==> src/rtl/ftoi_pipe.sv <==
// Pipelined binary32 to signed/unsigned integer converter with IEEE rounding modes,
// saturation on overflow/NaN and a single global stall (adv) shared by every stage.
module ftoi_pipe #(
   parameter int INT_W  = 32,
   parameter int STAGES = 2
) (
   input  logic             sys_clk,
   input  logic             rst,
   input  logic             in_valid,
   output logic             in_ready,
   input  logic [31:0]      in_x,
   input  logic [2:0]       in_rm,
   input  logic             in_unsigned,
   output logic             out_valid,
   input  logic             out_ready,
   output logic [INT_W-1:0] out_y,
   output logic             out_nv,
   output logic             out_nx
);

   localparam int              MW     = INT_W + 1;
   localparam logic signed [8:0] BIG_SH = 9'(INT_W - 23);

   typedef struct packed {
      logic        sign;
      logic        nan;
      logic [8:0]  sh;
      logic [23:0] mant;
      logic [2:0]  rm;
      logic        uns;
   } rec_t;

   typedef struct packed {
      logic [INT_W-1:0] y;
      logic             nv;
      logic             nx;
   } res_t;

   // sh is the signed left-shift that turns the 24-bit significand into the integer value
   function automatic rec_t unpack_f(input logic [31:0] x, input logic [2:0] rm, input logic uns);
      rec_t       r;
      logic [7:0] e;
      e      = x[30:23];
      r.sign = x[31];
      r.nan  = (e == 8'hFF) && (x[22:0] != 23'd0);
      r.mant = {(e != 8'd0), x[22:0]};
      if (e == 8'd0) begin
         r.sh = 9'd1 - 9'd150;
      end else begin
         r.sh = {1'b0, e} - 9'd150;
      end
      r.rm  = rm;
      r.uns = uns;
      return r;
   endfunction

   function automatic res_t convert_f(input rec_t r);
      res_t              o;
      logic signed [8:0] sh;
      logic [8:0]        neg_sh;
      logic [4:0]        rsh;
      logic [48:0]       al;
      logic [MW-1:0]     ip;
      logic [MW-1:0]     mag;
      logic [MW-1:0]     neg_mag;
      logic              big;
      logic              g;
      logic              s;
      logic              inc;
      logic              nv;
      sh     = $signed(r.sh);
      big    = (sh > BIG_SH);
      neg_sh = 9'd0 - r.sh;
      rsh    = 5'd0;
      al     = 49'd0;
      if (sh >= 9'sd0) begin
         ip = {{(MW-24){1'b0}}, r.mant} << sh[6:0];
         g  = 1'b0;
         s  = 1'b0;
      end else begin
         // Shifts beyond 25 leave every significand bit in the sticky position
         if (neg_sh > 9'd25) begin
            rsh = 5'd25;
         end else begin
            rsh = neg_sh[4:0];
         end
         al = {r.mant, 25'd0} >> rsh;
         ip = {{(MW-24){1'b0}}, al[48:25]};
         g  = al[24];
         s  = |al[23:0];
      end
      case (r.rm)
         3'b001:  inc = 1'b0;
         3'b010:  inc = r.sign & (g | s);
         3'b011:  inc = ~r.sign & (g | s);
         3'b100:  inc = g;
         default: inc = g & (s | ip[0]);
      endcase
      mag     = ip + {{(MW-1){1'b0}}, inc};
      neg_mag = {MW{1'b0}} - mag;
      if (r.nan) begin
         o.y = r.uns ? {INT_W{1'b1}} : {1'b0, {(INT_W-1){1'b1}}};
         nv  = 1'b1;
      end else if (r.uns) begin
         if (r.sign) begin
            o.y = {INT_W{1'b0}};
            nv  = big || (mag != {MW{1'b0}});
         end else if (big || mag[INT_W]) begin
            o.y = {INT_W{1'b1}};
            nv  = 1'b1;
         end else begin
            o.y = mag[INT_W-1:0];
            nv  = 1'b0;
         end
      end else begin
         if (r.sign) begin
            if (big || (mag > {2'b01, {(INT_W-1){1'b0}}})) begin
               o.y = {1'b1, {(INT_W-1){1'b0}}};
               nv  = 1'b1;
            end else begin
               o.y = neg_mag[INT_W-1:0];
               nv  = 1'b0;
            end
         end else if (big || (mag > {2'b00, {(INT_W-1){1'b1}}})) begin
            o.y = {1'b0, {(INT_W-1){1'b1}}};
            nv  = 1'b1;
         end else begin
            o.y = mag[INT_W-1:0];
            nv  = 1'b0;
         end
      end
      o.nv = nv;
      o.nx = (g | s) & ~nv;
      return o;
   endfunction

   rec_t in_rec_s;
   rec_t last_rec_s;
   logic last_vld_s;
   res_t res_s;
   logic adv_s;

   assign adv_s    = out_ready | ~out_valid;
   assign in_ready = adv_s;

   // Stage-1 unpack of the incoming operand
   always_comb begin
      in_rec_s = unpack_f(in_x, in_rm, in_unsigned);
   end

   generate
      if (STAGES == 1) begin : g_direct
         assign last_rec_s = in_rec_s;
         assign last_vld_s = in_valid;
      end else begin : g_stages
         rec_t              rec_r [STAGES-1];
         logic [STAGES-2:0] vld_r;

         // Unpacked records and their valid bits move one slot per advance
         always_ff @(posedge sys_clk or negedge rst) begin
            if (!rst) begin
               vld_r <= {(STAGES-1){1'b0}};
               for (int k = 0; k < STAGES-1; k++) begin
                  rec_r[k] <= {$bits(rec_t){1'b0}};
               end
            end else if (adv_s) begin
               vld_r[0] <= in_valid;
               rec_r[0] <= in_rec_s;
               for (int k = 1; k < STAGES-1; k++) begin
                  vld_r[k] <= vld_r[k-1];
                  rec_r[k] <= rec_r[k-1];
               end
            end
         end

         assign last_rec_s = rec_r[STAGES-2];
         assign last_vld_s = vld_r[STAGES-2];
      end
   endgenerate

   // Alignment, rounding, range check and negation ahead of the output register
   always_comb begin
      res_s = convert_f(last_rec_s);
   end

   // Output register, held whenever the consumer stalls
   always_ff @(posedge sys_clk or negedge rst) begin
      if (!rst) begin
         out_valid <= 1'b0;
         out_y     <= {INT_W{1'b0}};
         out_nv    <= 1'b0;
         out_nx    <= 1'b0;
      end else if (adv_s) begin
         out_valid <= last_vld_s;
         out_y     <= res_s.y;
         out_nv    <= res_s.nv;
         out_nx    <= res_s.nx;
      end
   end

endmodule

==> config.mk <==
export PLATFORM = sky130hd
export DESIGN_NAME = ftoi_pipe
export DESIGN_NICKNAME = d
export VERILOG_FILES = /design/src/rtl/ftoi_pipe.sv
export SDC_FILE = /design/constraint.sdc
export NUM_CORES = 1
export LEC_CHECK = 0
export CAP_MARGIN = 5
export CORE_MARGIN = 8
export CORE_UTILIZATION = 45
export DETAILED_ROUTE_END_ITERATION = 16
export REMOVE_ABC_BUFFERS = 1
export SETUP_SLACK_MARGIN = 0.3
export SKIP_LAST_GASP = 1
export SLEW_MARGIN = 5
export SYNTH_ARGS = -nofsm -noshare
export SYNTH_HDL_FRONTEND = slang
export SYNTH_SLANG_ARGS = --single-unit
==> constraint.sdc <==
create_clock -name sys_clk -period 8.7 [get_ports sys_clk]
set_clock_uncertainty 0.1 [all_clocks]
set_input_delay 0.87 -clock sys_clk [delete_from_list [all_inputs] [get_ports sys_clk]]
set_output_delay 0.87 -clock sys_clk [all_outputs]
set_load 0.03 [all_outputs]
# Word level (Yosys, flattened, before mapping)
# Cells that the tools add are included.
[totals] reg_bits=75 latchBits=0 ram_bits=0 mem_bits_ro=0 out_inout_bits=36 memories=0
[classes] n_addsub=4 multipliers=0 div_mod_pow=0 n_lt_le_gt_ge=5 n_eq_ne=5 n_shift=2 n_mux=22 bitwise=10 n_reduce_logical=10
[op_table] cell="32-bit 2-to-1 mux" n=8
[op_table] cell="49-bit by 5-bit >> shifter with 49-bit output" n=1
[op_table] cell="33-bit by 1-bit adder with 33-bit output" n=1
[op_table] cell="33-bit by 31-bit > comparator with 1-bit output, second input constant" n=1
[op_table] cell="33-bit by 32-bit > comparator with 1-bit output, second input constant" n=1
[op_table] cell="33-bit 2-to-1 mux" n=1
[op_table] cell="33-bit nonzero test" n=1
[op_table] cell="24-bit by 7-bit << shifter with 33-bit output" n=1
[op_table] cell="1-bit by 32-bit subtractor with 32-bit output, first input constant" n=1
[op_table] cell="24-bit OR reduction" n=1
[op_table] cell="23-bit nonzero test" n=1
[op_table] cell="9-bit by 5-bit > comparator with 1-bit output, second input constant" n=2
[op_table] cell="5-bit 2-to-1 mux" n=2
[op_table] cell="9-bit by 1-bit >= comparator with 1-bit output, second input constant" n=1
[op_table] cell="1-bit 2-to-1 mux" n=9
[op_table] cell="9-bit 2-to-1 mux" n=1
[op_table] cell="1-bit by 9-bit subtractor with 9-bit output, first input constant" n=1
[op_table] cell="8-bit by 8-bit subtractor with 9-bit output, second input constant" n=1
[op_table] cell="8-bit == test, second input constant" n=1
[op_table] cell="8-bit logical NOT" n=1
[op_table] cell="8-bit nonzero test" n=1
[op_table] cell="3-bit by 2-bit == test with 1-bit output, second input constant" n=2
[op_table] cell="1-bit AND" n=4
[op_table] cell="1-bit logical OR" n=4
[op_table] cell="other kinds (6)" n=10

# Longest topological paths before layout
[depth] depth_word=19 depth_mapped=40 depth_no_buf=32

# Worst setup path after synthesis
# OpenSTA, ideal clock, no wires.
[synth_timing] path_kind="reg2reg" start="register g_stages.rec_r[28] in the netlist's numbering" end="register out_y[29]" setup_ns=0.076 t_arrival_ns=7.598 required_ns=8.524 setup_slack_ns=0.926 path_stages_with_launch=39 path_buffers=6 synth_period_minus_slack_ns=7.774 path_cell_list="dfrtp_1 -> inv_1 -> clkbuf_1 -> buf_1 -> ha_1 -> buf_2 -> nand2b_1 -> nor3_1 -> ha_1 -> nor4_1 -> o211ai_1 -> nand2_1 -> buf_4 -> nand2_1 -> buf_4 -> clkbuf_1 -> mux2i_1 -> o211ai_1 -> [3 not listed] -> a31oi_1 -> o21ai_0 -> nand2_1 -> a21oi_1 -> nor2_1 -> o22a_1 -> ha_1 -> ha_1 -> inv_1 -> a2111oi_1 -> nand3b_1 -> or4_1 -> xor2_1 -> nand4_2 -> or2_1 -> nor3_1 -> mux2_1 -> o21ai_1"
[synth_between] elab_chain_cells=17 word_cells_on_any_way=32 classes_between="add/sub (3); order compare (5); shift (2); mux (13); bitwise (5); reduce/logical (4)"
[synth_rtl] item="from (decl)" line_no="156" rtl="rec_t rec_r [STAGES-1];"
[synth_rtl] item="from (signal, indexed assignment)" line_no="164" rtl="rec_r[k] <= {$bits(rec_t){1'b0}};"
[synth_rtl] item="from (signal, indexed assignment)" line_no="171" rtl="rec_r[k] <= rec_r[k-1];"
[synth_rtl] item="1-bit by 9-bit subtractor with 9-bit output" line_no="73" rtl="neg_sh = 9'd0 - r.sh;"
[synth_rtl] item="9-bit by 5-bit > comparator with 1-bit output" line_no="82" rtl="if (neg_sh > 9'd25) begin"
[synth_rtl] item="5-bit 2-to-1 mux" line_no="82"
[synth_rtl] item="5-bit 2-to-1 mux" line_no="76" rtl="if (sh >= 9'sd0) begin"
[synth_rtl] item="49-bit by 5-bit >> shifter with 49-bit output" line_no="87" rtl="al = {r.mant, 25'd0} >> rsh;"
[synth_rtl] item="24-bit OR reduction" line_no="90" rtl="s = |al[23:0];"
[synth_rtl] item="1-bit 2-to-1 mux" line_no="76"
[synth_rtl] item="1-bit bitwise OR, on equally long branches" line_no="97, 94, 95"
[synth_rtl] item="1-bit AND, on equally long branches" line_no="97, 94, 95"
[synth_rtl] item="1-bit one-hot mux with 4 select lines" line_no="92" rtl="case (r.rm)"
[synth_rtl] item="33-bit by 1-bit adder with 33-bit output" line_no="99" rtl="mag = ip + {{(MW-1){1'b0}}, inc};"
[synth_rtl] item="33-bit by 31-bit > comparator with 1-bit output or 33-bit by 32-bit > comparator with 1-bit output (tied branches)" line_no="124, 117"
[synth_rtl] item="1-bit logical OR, on equally long branches" line_no="124, 117"
[synth_rtl] item="32-bit 2-to-1 mux, on equally long branches" line_no="124, 117"
[synth_rtl] item="32-bit 2-to-1 mux" line_no="116" rtl="if (r.sign) begin"
[synth_rtl] item="32-bit 2-to-1 mux (*)" line_no="104" rtl="end else if (r.uns) begin"
[synth_rtl] item="32-bit 2-to-1 mux (*)" line_no="101" rtl="if (r.nan) begin"
[synth_rtl] item="to (signal assigned)" line_no="190" rtl="out_y <= {INT_W{1'b0}};"
[synth_rtl] item="to (signal assigned)" line_no="195" rtl="out_y <= res_s.y;"
[synth_rtl] item="to (decl)" line_no="16" rtl="output logic [INT_W-1:0] out_y,"
# Every way passes the cells marked *; elsewhere a longest branch is shown, timed or not. The select of a mux whose other input is x is not followed.
# A chain may end at the register's enable or synchronous reset.

# Worst setup path in the final report
[layout_timing] start="register g_stages.rec_r[29] in the netlist's numbering" end="register out_y[22]"
# The elaborated chain is that of the path after synthesis.

==> impl_metrics.tcl <==
set metrics [dict create \
    numCtsBuffers 9 \
    drc 0 \
    synth_edf_count 0 \
    cp-startpoint "g_stages.rec_r[29]" \
    max_freq_mhz 126 \
    seqCellArea_mm2 0.00188 \
    drtPass1Iterations 5 \
    path_buf_inv 4 \
    met2_length_um 17800 \
    fill_cells 2042 \
    cts.path.max_buffers 2 \
    drive_gt1_share_pct 12.8 \
    layout.nets 1299 \
    ys_types 107 \
    final_area_mm2 0.0107 \
    hold_viol 0 \
    die_height_um 160 \
    status "finished clean" \
    worstRegToRegCells 31 \
    path_depth 31 \
    setup_violations 0 \
    final_util_pct 51.3 \
    yosysSeqAreaShare_pct 20.0 \
    vias 10100 \
    ys.flop_type "dfrtp_1" \
    rows 53 \
    syn_to_final_growth_pct 13.5 \
    avgSynthCellArea_um2 7.66 \
    crit_slowest_cell "or4b_2" \
    ys_ff_latch 75 \
    worstPathArrival_ps 8060 \
    grt_pass1_vias 9554 \
    cts_root_buf "clkbuf_16" \
    vias_per_cell 6.59 \
    ios 76 \
    r2r_end "out_y[22]" \
    tightest_slew_ps 1010 \
    placed_area_mm2 0.0103 \
    hold_path_class "reg2reg" \
    htreeDepth 3 \
    diodes 0 \
    slowest_delay_ps 640 \
    cp-end-kind "flip-flop" \
    slew_viol_final 0 \
    core-area_mm2 0.0208 \
    routedWlPerCell_um 24.6 \
    grt_overflow 0 \
    grt_pass1_wl_um 58300 \
    gp_congestion 0.970 \
    crit_path_max_fanout 13 \
    pwr_density_cell_mw_per_mm2 220 \
    tns_ps 0 \
    p_leak_uw 0.00411 \
    rsz0062_at_grt "false" \
    detailed_place_hpwl_um 28700 \
    io_buffers 75 \
    grt_max_degree 76 \
    cpMostUsedCell "ha_1" \
    maxCapViolCount 0 \
    max_slew_margin_pct 32.4 \
    antenna_found_initial 0 \
    yosys_warnings 0 \
    syn_area_mm2 0.00939 \
    multi_input_area_mm2 0.00702 \
    track_usage_pct 28.6 \
    ir_drop_uv 102 \
    die_area_mm2 0.0257 \
    crit_end "out_y[22]" \
    ys_async_sr_fraction_pct 100 \
    fin_crit_sh_pct 91.0 \
    drtIter0Drc 924 \
    cts_hold_buf 0 \
    start_util_pct 45.2 \
    cts.sinks 75 \
    required_ps 8850 \
    worstSetupPathType "reg2reg" \
    highest_layer "met4" \
    clk_pin_slew_ps 70 \
    cts_tree "built" \
    r2r_start "g_stages.rec_r[29]" \
    critPathLaunchType "flip-flop" \
    min_period_ps 7910 \
    drt-met1-wl_um 15700 \
    cp_top_family "compound AO/OA/AOI/OAI gates" \
    netlist_instances 1226 \
    wirelength_um 37600 \
    wl_met3_um 2360 \
    ant_nets 0 \
    r2r_setup_slack_ps 790 \
    fp.dieW_um 160 \
    clk_latency_ps 360 \
]
synth_stat cells, drive strengths merged, types with 13 or more instances:
master | number | area [um2]
a21oi | 92 | 464
nor4 | 18 | 183
nor2 | 103 | 399
xnor2 | 30 | 263
nand3 | 38 | 200
o211ai | 16 | 125
mux2 | 14 | 158
buf | 37 | 236
nor3 | 41 | 226
dfrtp | 75 | 1880
mux4 | 22 | 495
mux2i | 43 | 430
a31oi | 15 | 93.8
xor2 | 17 | 179
o22ai | 21 | 131
nand2 | 188 | 711
o21ai | 107 | 547
a221oi | 15 | 166
inv | 27 | 101
o31ai | 13 | 103
a211oi | 24 | 215
nand4 | 16 | 121
clkbuf | 56 | 211
repair_timing:
item | in CTS | in global routing
gates resized for setup | 0 | 11
setup buffers | 2 | 1
endpoints found under the setup margin | 2 | 34
hold endpoints to repair | 0 | 0
pin swaps | 1 | 1
cell type report:
cell class | instances | area share [%]
clock inverters | 6 | 0.846
multi-input cells | 1029 | 65.9
inverters | 29 | 1.02
well taps | 275 | 3.23
repair buffers | 106 | 9.21
flip-flops and latches | 75 | 17.6
clock buffers | 10 | 2.15
logic make-up (layout without fill, tap and decap cells):
| kind of cell | Yosys count | count (layout) | synth area share, % |
|---|---|---|---|
| flops | 75 | 75 | 20.0 |
| xor+xnor | 47 | 47 | 4.71 |
| compound gates | 407 | 407 | 30.2 |
| buf+inv | 122 | 151 | 5.93 |
| fa+ha+maj | 9 | 9 | 1.20 |
| simple gates | 487 | 487 | 26.4 |
| mux | 79 | 79 | 11.5 |
worst min-delay path by stage:
stage | startpoint | endpoint | cells past startpoint
final | g_stages.vld_r | g_stages.vld_r | 2
after floorplan | g_stages.vld_r | g_stages.vld_r | 2
after global placement | g_stages.vld_r | out_valid | 1
after detailed placement | g_stages.vld_r | g_stages.vld_r | 2
after global routing | g_stages.vld_r | out_valid | 1
after CTS | g_stages.vld_r | g_stages.vld_r | 2
sequential cells by signal, indices dropped and copies added, names as in the netlist:
register / flops
out_y: 32
out_nv: 1
out_nx: 1
out_valid: 1
g_stages.vld_r: 1
g_stages.rec_r: 39
worst min-delay path: stages, from the launching register on:
cell     delay, ps
dfrtp_1        330
nand2_1         50
nand2_1         50
metal layers:
layer  vias up  GRT usage, %
met5         -             0
met4         0          13.6
met3        91          4.22
met2       492          47.3
met1      4839          36.2
li1       4657             -
power breakdown:
group	leakage (uW)	internal (uW)	switching (uW)
sequential	0.000912	431	104
combinational	0.00304	513	866
clock	0.000153	253	177
total	0.00411	1200	1150
placed cells by master, fill, tap and decap left out, drive strengths merged, types with 28 or more instances in the layout:
cell type | synthesis | layout
nor2 | 103 | 103
inv | 27 | 28
dfrtp | 75 | 75
xnor2 | 30 | 30
nand2 | 188 | 188
nor3 | 41 | 41
clkdlybuf4s50 | 0 | 74
mux2i | 43 | 43
a21oi | 92 | 92
buf | 37 | 32
nand3 | 38 | 38
o21ai | 107 | 107
metrics by stage:
stage               instances  power (uW)  worst slack [ps]  hold WS [ps]
floorplan                1133        1390              -650           330
global placement         1511        1880               253           340
detailed placement       1511        1880              69.5           347
CTS                      1529        2320               366           362
global route             1530        2470               298           374
finish                   1530        2340               787           360
Power figures use the tool's default switching activity.
